==> config.mk <==
export PLATFORM = sky130hd
export DESIGN_NAME = sd4_operand_loader_flat
export DESIGN_NICKNAME = d
export VERILOG_FILES = /design/src/rtl/sd4_operand_loader_if.sv /design/src/rtl/sd4_operand_loader.sv /design/src/flat_wrapper.sv
export SDC_FILE = /design/constraint.sdc
export NUM_CORES = 1
export LEC_CHECK = 0
export ABC_AREA = 1
export BUFFER_PORTS_ARGS = -buffer_cell sky130_fd_sc_hd__buf_2
export CORE_MARGIN = 5
export CORE_UTILIZATION = 60
export CTS_CLUSTER_DIAMETER = 150
export DETAILED_ROUTE_END_ITERATION = 6
export GPL_TIMING_DRIVEN = 0
export HOLD_SLACK_MARGIN = 0.08
export PLACE_DENSITY_LB_ADDON = 0.1
export RECOVER_POWER = 50
export REMOVE_ABC_BUFFERS = 1
export SYNTH_ARGS = -nofsm -noshare
export SYNTH_HDL_FRONTEND = slang
export SYNTH_SLANG_ARGS = --single-unit
==> constraint.sdc <==
create_clock -name clk -period 14 [get_ports clk]
set_input_delay 2.8 -clock clk [delete_from_list [all_inputs] [get_ports clk]]
set_output_delay 2.8 -clock clk [all_outputs]
set_load 0.05 [all_outputs]
==> src/rtl/sd4_operand_loader_if.sv <==
// Operand-loader bus for the SD4 MAC front end: weight stream, pixel stream
// and the registered window/kernel/bias bundle with its valid/ready handshake.
interface sd4_operand_loader_if #(
  parameter int PIX_W = 8,
  parameter int WGT_W = 4,
  parameter int TAPS  = 9
);
  logic [WGT_W-1:0]      wgt_in;
  logic                  wgt_valid;
  logic                  wgt_ready;
  logic                  wgt_reload;
  logic [PIX_W-1:0]      pix_in;
  logic                  pix_valid;
  logic                  pix_ready;
  logic                  frame_start;
  logic [4:0]            exp_bias_cfg;
  logic [PIX_W*TAPS-1:0] image_out;
  logic [WGT_W*TAPS-1:0] weight_out;
  logic [4:0]            exp_bias_out;
  logic                  out_valid;
  logic                  out_ready;
  logic [15:0]           win_cnt;

  modport master (
    output wgt_in, wgt_valid, wgt_reload, pix_in, pix_valid, frame_start,
           exp_bias_cfg, out_ready,
    input  wgt_ready, pix_ready, image_out, weight_out, exp_bias_out,
           out_valid, win_cnt
  );

  modport slave (
    input  wgt_in, wgt_valid, wgt_reload, pix_in, pix_valid, frame_start,
           exp_bias_cfg, out_ready,
    output wgt_ready, pix_ready, image_out, weight_out, exp_bias_out,
           out_valid, win_cnt
  );
endinterface

==> src/rtl/sd4_operand_loader.sv <==
// SD4 operand loader: 9-weight kernel capture plus 3x3 pixel window assembly.
// Optional SD4_LOADER_SLIDE_EN enables horizontal sliding-window reuse.
module sd4_operand_loader #(
  parameter int PIX_W = 8,
  parameter int WGT_W = 4
) (
  input logic clk,
  input logic rst,
  sd4_operand_loader_if.slave bus
);
  localparam int TAPS = 9;

  typedef enum logic {WLOAD, RUN} state_t;

  state_t                state_q, state_d;
  logic [3:0]            wcnt_q;
  logic [3:0]            cnt_q;
  logic [WGT_W-1:0]      kern_q [TAPS];
  logic [PIX_W-1:0]      buf_q  [TAPS];
  logic [PIX_W*TAPS-1:0] image_q;
  logic [PIX_W*TAPS-1:0] img_next;
  logic [4:0]            bias_q;
  logic                  out_valid_q;
  logic [15:0]           win_cnt_q;
  logic                  reload_pend_q;
  logic                  wgt_ready, pix_ready;
  logic                  wgt_fire, pix_fire, emit, slot_free, to_wload;
  logic [3:0]            last_idx;

`ifdef SD4_LOADER_SLIDE_EN
  logic warm_q, win_warm_q, frame_pend_q, start_warm;
  // A window starts warm only if no frame_start is pending or arriving now.
  assign start_warm = warm_q & ~frame_pend_q & ~bus.frame_start;
  assign last_idx   = win_warm_q ? 4'd2 : 4'd8;
`else
  assign last_idx   = 4'd8;
`endif

  assign slot_free = ~out_valid_q | bus.out_ready;
  assign wgt_fire  = (state_q == WLOAD) & bus.wgt_valid;
  assign pix_fire  = bus.pix_valid & pix_ready;
  assign emit      = pix_fire & (cnt_q == last_idx);
  assign to_wload  = (state_q == RUN) & (state_d == WLOAD);

  always_ff @(posedge clk or posedge rst) begin
    if (rst) state_q <= WLOAD;
    else     state_q <= state_d;
  end

  always_comb begin
    state_d = state_q;
    case (state_q)
      WLOAD:   if (wgt_fire && wcnt_q == 4'd8) state_d = RUN;
      RUN:     if (reload_pend_q && cnt_q == 4'd0 && !out_valid_q) state_d = WLOAD;
      default: state_d = WLOAD;
    endcase
  end

  always_comb begin
    wgt_ready = 1'b0;
    pix_ready = 1'b0;
    case (state_q)
      WLOAD:   wgt_ready = 1'b1;
      RUN:     pix_ready = !(reload_pend_q && cnt_q == 4'd0) &&
                           !(cnt_q == last_idx && !slot_free);
      default: ;
    endcase
  end

  // The closing pixel of every window lands in tap 8, in both load modes.
  always_comb begin
    img_next = '0;
    for (int k = 0; k < TAPS - 1; k++)
      img_next[PIX_W*(TAPS-k)-1 -: PIX_W] = buf_q[k];
    img_next[PIX_W-1:0] = bus.pix_in;
  end

  always_ff @(posedge clk or posedge rst) begin
    if (rst) begin
      wcnt_q        <= '0;
      cnt_q         <= '0;
      image_q       <= '0;
      bias_q        <= '0;
      out_valid_q   <= 1'b0;
      win_cnt_q     <= '0;
      reload_pend_q <= 1'b0;
      for (int k = 0; k < TAPS; k++) begin
        kern_q[k] <= '0;
        buf_q[k]  <= '0;
      end
`ifdef SD4_LOADER_SLIDE_EN
      warm_q       <= 1'b0;
      win_warm_q   <= 1'b0;
      frame_pend_q <= 1'b0;
`endif
    end else begin
      if (wgt_fire) begin
        kern_q[wcnt_q] <= bus.wgt_in;
        wcnt_q         <= (wcnt_q == 4'd8) ? 4'd0 : wcnt_q + 4'd1;
      end

      if (to_wload)
        reload_pend_q <= 1'b0;
      else if (state_q == RUN && bus.wgt_reload)
        reload_pend_q <= 1'b1;

      if (pix_fire) begin
        cnt_q <= emit ? 4'd0 : cnt_q + 4'd1;
`ifdef SD4_LOADER_SLIDE_EN
        if (cnt_q == 4'd0 && start_warm) begin
          for (int r = 0; r < 3; r++) begin
            buf_q[3*r]   <= buf_q[3*r+1];
            buf_q[3*r+1] <= buf_q[3*r+2];
          end
          buf_q[2]   <= bus.pix_in;
          win_warm_q <= 1'b1;
        end else if (cnt_q == 4'd0) begin
          buf_q[0]   <= bus.pix_in;
          win_warm_q <= 1'b0;
        end else if (win_warm_q) begin
          if (cnt_q == 4'd1) buf_q[5] <= bus.pix_in;
          else               buf_q[8] <= bus.pix_in;
        end else begin
          buf_q[cnt_q] <= bus.pix_in;
        end
`else
        buf_q[cnt_q] <= bus.pix_in;
`endif
      end

`ifdef SD4_LOADER_SLIDE_EN
      if (to_wload) begin
        warm_q       <= 1'b0;
        frame_pend_q <= 1'b0;
      end else begin
        if (emit) warm_q <= 1'b1;
        if (pix_fire && cnt_q == 4'd0) frame_pend_q <= 1'b0;
        else if (bus.frame_start)      frame_pend_q <= 1'b1;
      end
`endif

      if (emit) begin
        image_q     <= img_next;
        bias_q      <= bus.exp_bias_cfg;
        out_valid_q <= 1'b1;
        win_cnt_q   <= win_cnt_q + 16'd1;
      end else if (bus.out_ready) begin
        out_valid_q <= 1'b0;
      end
    end
  end

  for (genvar k = 0; k < TAPS; k++) begin : g_kern
    assign bus.weight_out[WGT_W*(TAPS-k)-1 -: WGT_W] = kern_q[k];
  end

  assign bus.wgt_ready    = wgt_ready;
  assign bus.pix_ready    = pix_ready;
  assign bus.image_out    = image_q;
  assign bus.exp_bias_out = bias_q;
  assign bus.out_valid    = out_valid_q;
  assign bus.win_cnt      = win_cnt_q;
endmodule

==> src/flat_wrapper.sv <==
// flat-port wrapper written by rule: the top's interface ports become plain ports
module sd4_operand_loader_flat 
#(
  parameter int PIX_W = 8,
  parameter int WGT_W = 4
)
  (clk, rst, bus_wgt_in, bus_wgt_valid, bus_wgt_reload, bus_pix_in, bus_pix_valid, bus_frame_start, bus_exp_bias_cfg, bus_out_ready, bus_wgt_ready, bus_pix_ready, bus_image_out, bus_weight_out, bus_exp_bias_out, bus_out_valid, bus_win_cnt);
  sd4_operand_loader_if #(.PIX_W(PIX_W), .WGT_W(WGT_W)) bus_i ();
  input logic clk;
  input logic rst;
  input wire logic [$bits(bus_i.wgt_in)-1:0] bus_wgt_in;
  input wire logic [$bits(bus_i.wgt_valid)-1:0] bus_wgt_valid;
  input wire logic [$bits(bus_i.wgt_reload)-1:0] bus_wgt_reload;
  input wire logic [$bits(bus_i.pix_in)-1:0] bus_pix_in;
  input wire logic [$bits(bus_i.pix_valid)-1:0] bus_pix_valid;
  input wire logic [$bits(bus_i.frame_start)-1:0] bus_frame_start;
  input wire logic [$bits(bus_i.exp_bias_cfg)-1:0] bus_exp_bias_cfg;
  input wire logic [$bits(bus_i.out_ready)-1:0] bus_out_ready;
  output wire logic [$bits(bus_i.wgt_ready)-1:0] bus_wgt_ready;
  output wire logic [$bits(bus_i.pix_ready)-1:0] bus_pix_ready;
  output wire logic [$bits(bus_i.image_out)-1:0] bus_image_out;
  output wire logic [$bits(bus_i.weight_out)-1:0] bus_weight_out;
  output wire logic [$bits(bus_i.exp_bias_out)-1:0] bus_exp_bias_out;
  output wire logic [$bits(bus_i.out_valid)-1:0] bus_out_valid;
  output wire logic [$bits(bus_i.win_cnt)-1:0] bus_win_cnt;
  assign bus_i.wgt_in = bus_wgt_in;
  assign bus_i.wgt_valid = bus_wgt_valid;
  assign bus_i.wgt_reload = bus_wgt_reload;
  assign bus_i.pix_in = bus_pix_in;
  assign bus_i.pix_valid = bus_pix_valid;
  assign bus_i.frame_start = bus_frame_start;
  assign bus_i.exp_bias_cfg = bus_exp_bias_cfg;
  assign bus_i.out_ready = bus_out_ready;
  assign bus_wgt_ready = bus_i.wgt_ready;
  assign bus_pix_ready = bus_i.pix_ready;
  assign bus_image_out = bus_i.image_out;
  assign bus_weight_out = bus_i.weight_out;
  assign bus_exp_bias_out = bus_i.exp_bias_out;
  assign bus_out_valid = bus_i.out_valid;
  assign bus_win_cnt = bus_i.win_cnt;
  sd4_operand_loader #(.PIX_W(PIX_W), .WGT_W(WGT_W)) u_core (.clk(clk), .rst(rst), .bus(bus_i));
endmodule
Yosys cells after proc, flatten, opt, wreduce, memory -nomap -nowiden
Cells that the tools add are included.
Storage, ports and cells
  flip-flop bits (word level): 212
  latch bits: 0
  RAM bits: 0
  ROM bits: 0
  bits of input ports: 24
  output and inout port bits: 132
  memories kept: 0
Operators by class
  add/subtract/negate cells: 3
  $mul: 0
  div/mod/pow operators: 0
  order comparisons: 4
  eq/ne operators: 2
  shift-type cells: 0
  mux-type cells: 17
  bitwise gates (word level): 10
  reductions and logical operators: 15
Operators with widths (count)
  72-bit bitwise mux: 1
  36-bit bitwise mux: 1
  8-bit demux with 4-bit select: 1
  16-bit by 1-bit adder with 16-bit output, second input constant: 1
  4-bit demux with 4-bit select: 1
  4-bit two-way mux: 3
  5-bit greater-or-equal comparator, second input constant: 2
  5-bit by 1-bit < comparator with 1-bit output, second input constant: 2
  4-bit NOT with 5-bit output: 2
  4-bit by 1-bit adder with 4-bit output, second input constant: 2
  4-bit == test, second input constant: 2
  1-bit logical AND: 8
  1-bit two-way mux: 8
  8-bit two-way mux: 1
  1-bit bitwise AND: 4
  1-bit logical NOT: 4
  4-bit logical NOT: 1
  2-bit nonzero test: 2
  1-bit NOT: 3
  1-bit one-hot mux with 2 select lines: 1
  1-bit OR: 1

Longest topological paths before layout
  depth in word-level cells: 10
  mapped depth: 11

Worst setup path after synthesis
Ideal clock, no wire load.
  path type: input to output
  from: in bus_out_ready
  to: out bus_pix_ready
  data arrival time: 3.254 ns
  path slack: 7.946 ns
  stages: 4
  buffers on the path: 0
  cell sequence: inv_1 > nand2_1 > nor2_2 > nor2_8
On the way
  word-level cells in the longest chain between the ends: 6
RTL lines
  from (decl): RTL line flat_wrapper.sv:18  | input wire logic [$bits(bus_i.out_ready)-1:0] bus_out_ready;
  1-bit OR: RTL line sd4_operand_loader.sv:39  | assign slot_free = ~out_valid_q | bus.out_ready;
  1-bit logical NOT: RTL line sd4_operand_loader.sv:65  | !(cnt_q == last_idx && !slot_free);
  1-bit logical AND: RTL line sd4_operand_loader.sv:65
  1-bit logical NOT: RTL line sd4_operand_loader.sv:65
  1-bit logical AND: RTL line sd4_operand_loader.sv:64  | RUN: pix_ready = !(reload_pend_q && cnt_q == 4'd0) &&
  1-bit two-way mux: RTL line sd4_operand_loader.sv:62  | case (state_q)
  to (decl): RTL line flat_wrapper.sv:20  | output wire logic [$bits(bus_i.pix_ready)-1:0] bus_pix_ready;
Every way passes these cells.

Final worst setup path
Same ends and word-level chain as after synthesis.

==> flow_metrics.py <==
metrics = {
    "sta": {
        "slew_violations": 127,
        "period_share": 0.498,
        "finalHoldViolations": 0,
        "fmax_mhz": 143,
        "holdWs_ps": 468,
        "tns_ps": 0,
        "finalCriticalPeriod_ps": 6980,
        "setup_ws_ps": 7020,
        "rsz0062_at_grt": "false",
        "setup_violations": 0,
        "clock_skew_ps": 13.1,
        "tightest_slew_ps": 3500,
        "maxSlewHeadroom": -1.35,
    },
    "pwr": {
        "p_per_area_mw_per_mm2": 241,
        "irDropWorstVdd_mv": 0.163,
        "leakagePower_nw": 5.49,
    },
    "synthesis": {
        "synth_area_leaders": "dfrtp_1 (60%), nand2_1 (21%), nand3_1 (5.2%)",
        "synth.cell_area_mm2": 0.00851,
        "synth-edff-count": 0,
        "yosysTopAreaCellShare": 0.600,
        "synth_seq_cells": 204,
        "synthCells": 972,
        "synth_top_cells_by_count": "nand2_1 (475), dfrtp_1 (204), nand3_1 (88)",
        "synth_cell_types": 25,
        "ys.flop_type": "dfrtp_1",
        "async_reset_ff_frac": 1.00,
        "synth_most_common_cell": "nand2_1",
        "synth_top_area_cell": "dfrtp_1",
        "syn_area_per_cell_um2": 8.75,
        "yosysSeqAreaShare": 0.600,
        "yosysWarnings": 0,
    },
    "die": {
        "initial_core_util": 0.613,
        "dieWidth_um": 129,
        "io_pins": 156,
        "row_count": 43,
        "dieArea_mm2": 0.0167,
        "die_h_um": 129,
        "core_mm2": 0.0139,
    },
    "final_layout": {
        "final_cell_area_mm2": 0.00987,
        "areaGrowthSynthToFinish_pct": 16.0,
        "antennaDiodeCount": 0,
        "drive_gt1_frac": 0.134,
        "final_util": 0.711,
        "num-nets-final": 1149,
        "multiInputGateArea_mm2": 0.00296,
        "fillerInstances": 1149,
        "regArea_mm2": 0.00510,
    },
    "clock_network": {
        "clk_pin_slew_ps": 60,
        "root_buffer": "clkbuf_16",
        "cts_resized": 0,
        "clkSinkCount": 204,
        "post_cts_buffers": 0,
        "cts_buffers": 21,
        "clock_latency_ps": 480,
        "htree_num_levels": 1,
        "postCtsHoldBufs": 0,
        "clk_path_buf_depth": 3,
        "cts_tree": "built",
    },
    "run": {
        "cap_violations": 2,
    },
    "outcome": {
        "status": "complete, but fails checks",
        "violations": "capacitance limit, slew limit",
    },
    "critical_path": {
        "crit_path_end_kind": "output port",
        "crit_required_ps": 11200,
        "arrival_ps": 4180,
        "cp-start-kind": "primary input",
        "critPathMaxFanout": 10,
        "r2r_slack_ps": 9640,
        "critical_path_class": "in2out",
    },
    "drt": {
        "wl_per_cell_um": 15.3,
        "first_pass_iters": 5,
        "drc": 0,
        "drtIter0Drc": 541,
        "vias_per_cell": 5.25,
        "postRouteAntennaNets": 0,
        "wirelength_um": 20100,
        "vias": 6876,
    },
    "global_routing": {
        "grt_max_degree": 127,
        "antenna_found_initial": 0,
        "grt_pass1_wl_um": 33100,
        "track_usage": 0.244,
        "grt_pass1_vias": 6589,
        "grt_overflow": 0,
    },
    "place": {
        "dpl_cell_area_mm2": 0.00934,
        "numPortBuffers": 154,
        "dp_hpwl_um": 12800,
        "place_congestion": 0.854,
        "post-place-ws_ps": 7560,
    },
    "worst_hold_path": {
        "hold_path_class": "reg2reg",
    },
}
-- cells in the final DEF (no fill, tap or decap) --
master / count
nor2_4: 1
clkinv_2: 3
nand2_1: 475
o211ai_1: 1
buf_16: 1
clkbuf_1: 57
inv_2: 4
o21a_1: 1
xnor2_1: 4
nor2_1: 44
clkinvlp_4: 1
o21ai_2: 1
clkbuf_8: 5
clkbuf_16: 21
ha_1: 9
a21oi_1: 19
buf_2: 103
nand3_4: 1
nor3_1: 1
xor2_1: 5
nand3_1: 90
clkinvlp_2: 1
dfrtp_1: 204
inv_1: 33
o21ai_0: 28
nand4_1: 7
nor2_2: 5
nand2_2: 1
buf_12: 3
-- routing by layer --
| metal | global-route usage | vias up | part of all wire |
|---|---|---|---|
| li1 | - | 3329 | - |
| met1 | 0.359 | 3299 | 0.44 |
| met2 | 0.386 | 210 | 0.48 |
| met3 | 0.0379 | 38 | 0.059 |
| met4 | 0.0649 | 0 | 0.022 |
| met5 | 0 | - | 0 |
-- cells by family after synthesis --
| kind of cell | share of synthesized area |
|---|---|
| xor+xnor | 0.00927 |
| buf+inv | 0.0490 |
| flops | 0.600 |
| simple gates | 0.298 |
| fa+ha+maj | 0.0132 |
| compound gates | 0.0304 |
-- state kept, by name, summed over array words and instances (netlist names) --
register,flops
u_core.buf_q,64
u_core.bus.exp_bias_out,5
u_core.bus.image_out,72
u_core.bus.out_valid,1
u_core.bus.weight_out,36
u_core.bus.win_cnt,16
u_core.cnt_q,4
u_core.reload_pend_q,1
u_core.state_q,1
u_core.wcnt_q,4
-- stage by stage --
stage / cells / power (mW)
6_report: 1309 / 2.38
5_1_grt: 1309 / 2.51
4_1_cts: 1309 / 2.41
3_5_place_dp: 1273 / 1.88
3_3_place_gp: 1269 / 1.85
2_1_floorplan: 935 / 1.63
-- worst max-delay path, cell delays in order --
cell and delay, ps:
buf_2 70, inv_1 30, nand2_1 110, nor2_2 50, nor2_1 700, buf_2 420
-- path summary, 6_finish.rpt --
| kind | start | endpoint | cells after the start |
|---|---|---|---|
| worst max-delay path | bus_out_ready | bus_pix_ready | 6 |
| worst min-delay path | u_core.buf_q[37] | u_core.bus.image_out[37] | 2 |
| worst max register to register | u_core.cnt_q[0] | u_core.bus.image_out[53] | 9 |
| worst min register to register | u_core.buf_q[37] | u_core.bus.image_out[37] | 2 |
| max in group asynchronous | rst | u_core.bus.image_out[9] | 2 |
| min in group asynchronous | rst | u_core.bus.exp_bias_out[0] | 2 |
-- where the power goes --
group | switching, mW | internal, mW | total (mW)
clock network | 0.217 | 0.302 | 0.519
logic | 0.730 | 0.197 | 0.927
registers | 0.128 | 0.800 | 0.929
-- layout make-up --
type,instances,share of cell area
clock inverters,4,0.00228
clock buffers,32,0.0625
flip-flops and latches,204,0.517
multi-input cells,693,0.300
well taps,180,0.0228
inverters,38,0.0146
repair buffers,158,0.0805
Power figures use the tool's default switching activity.
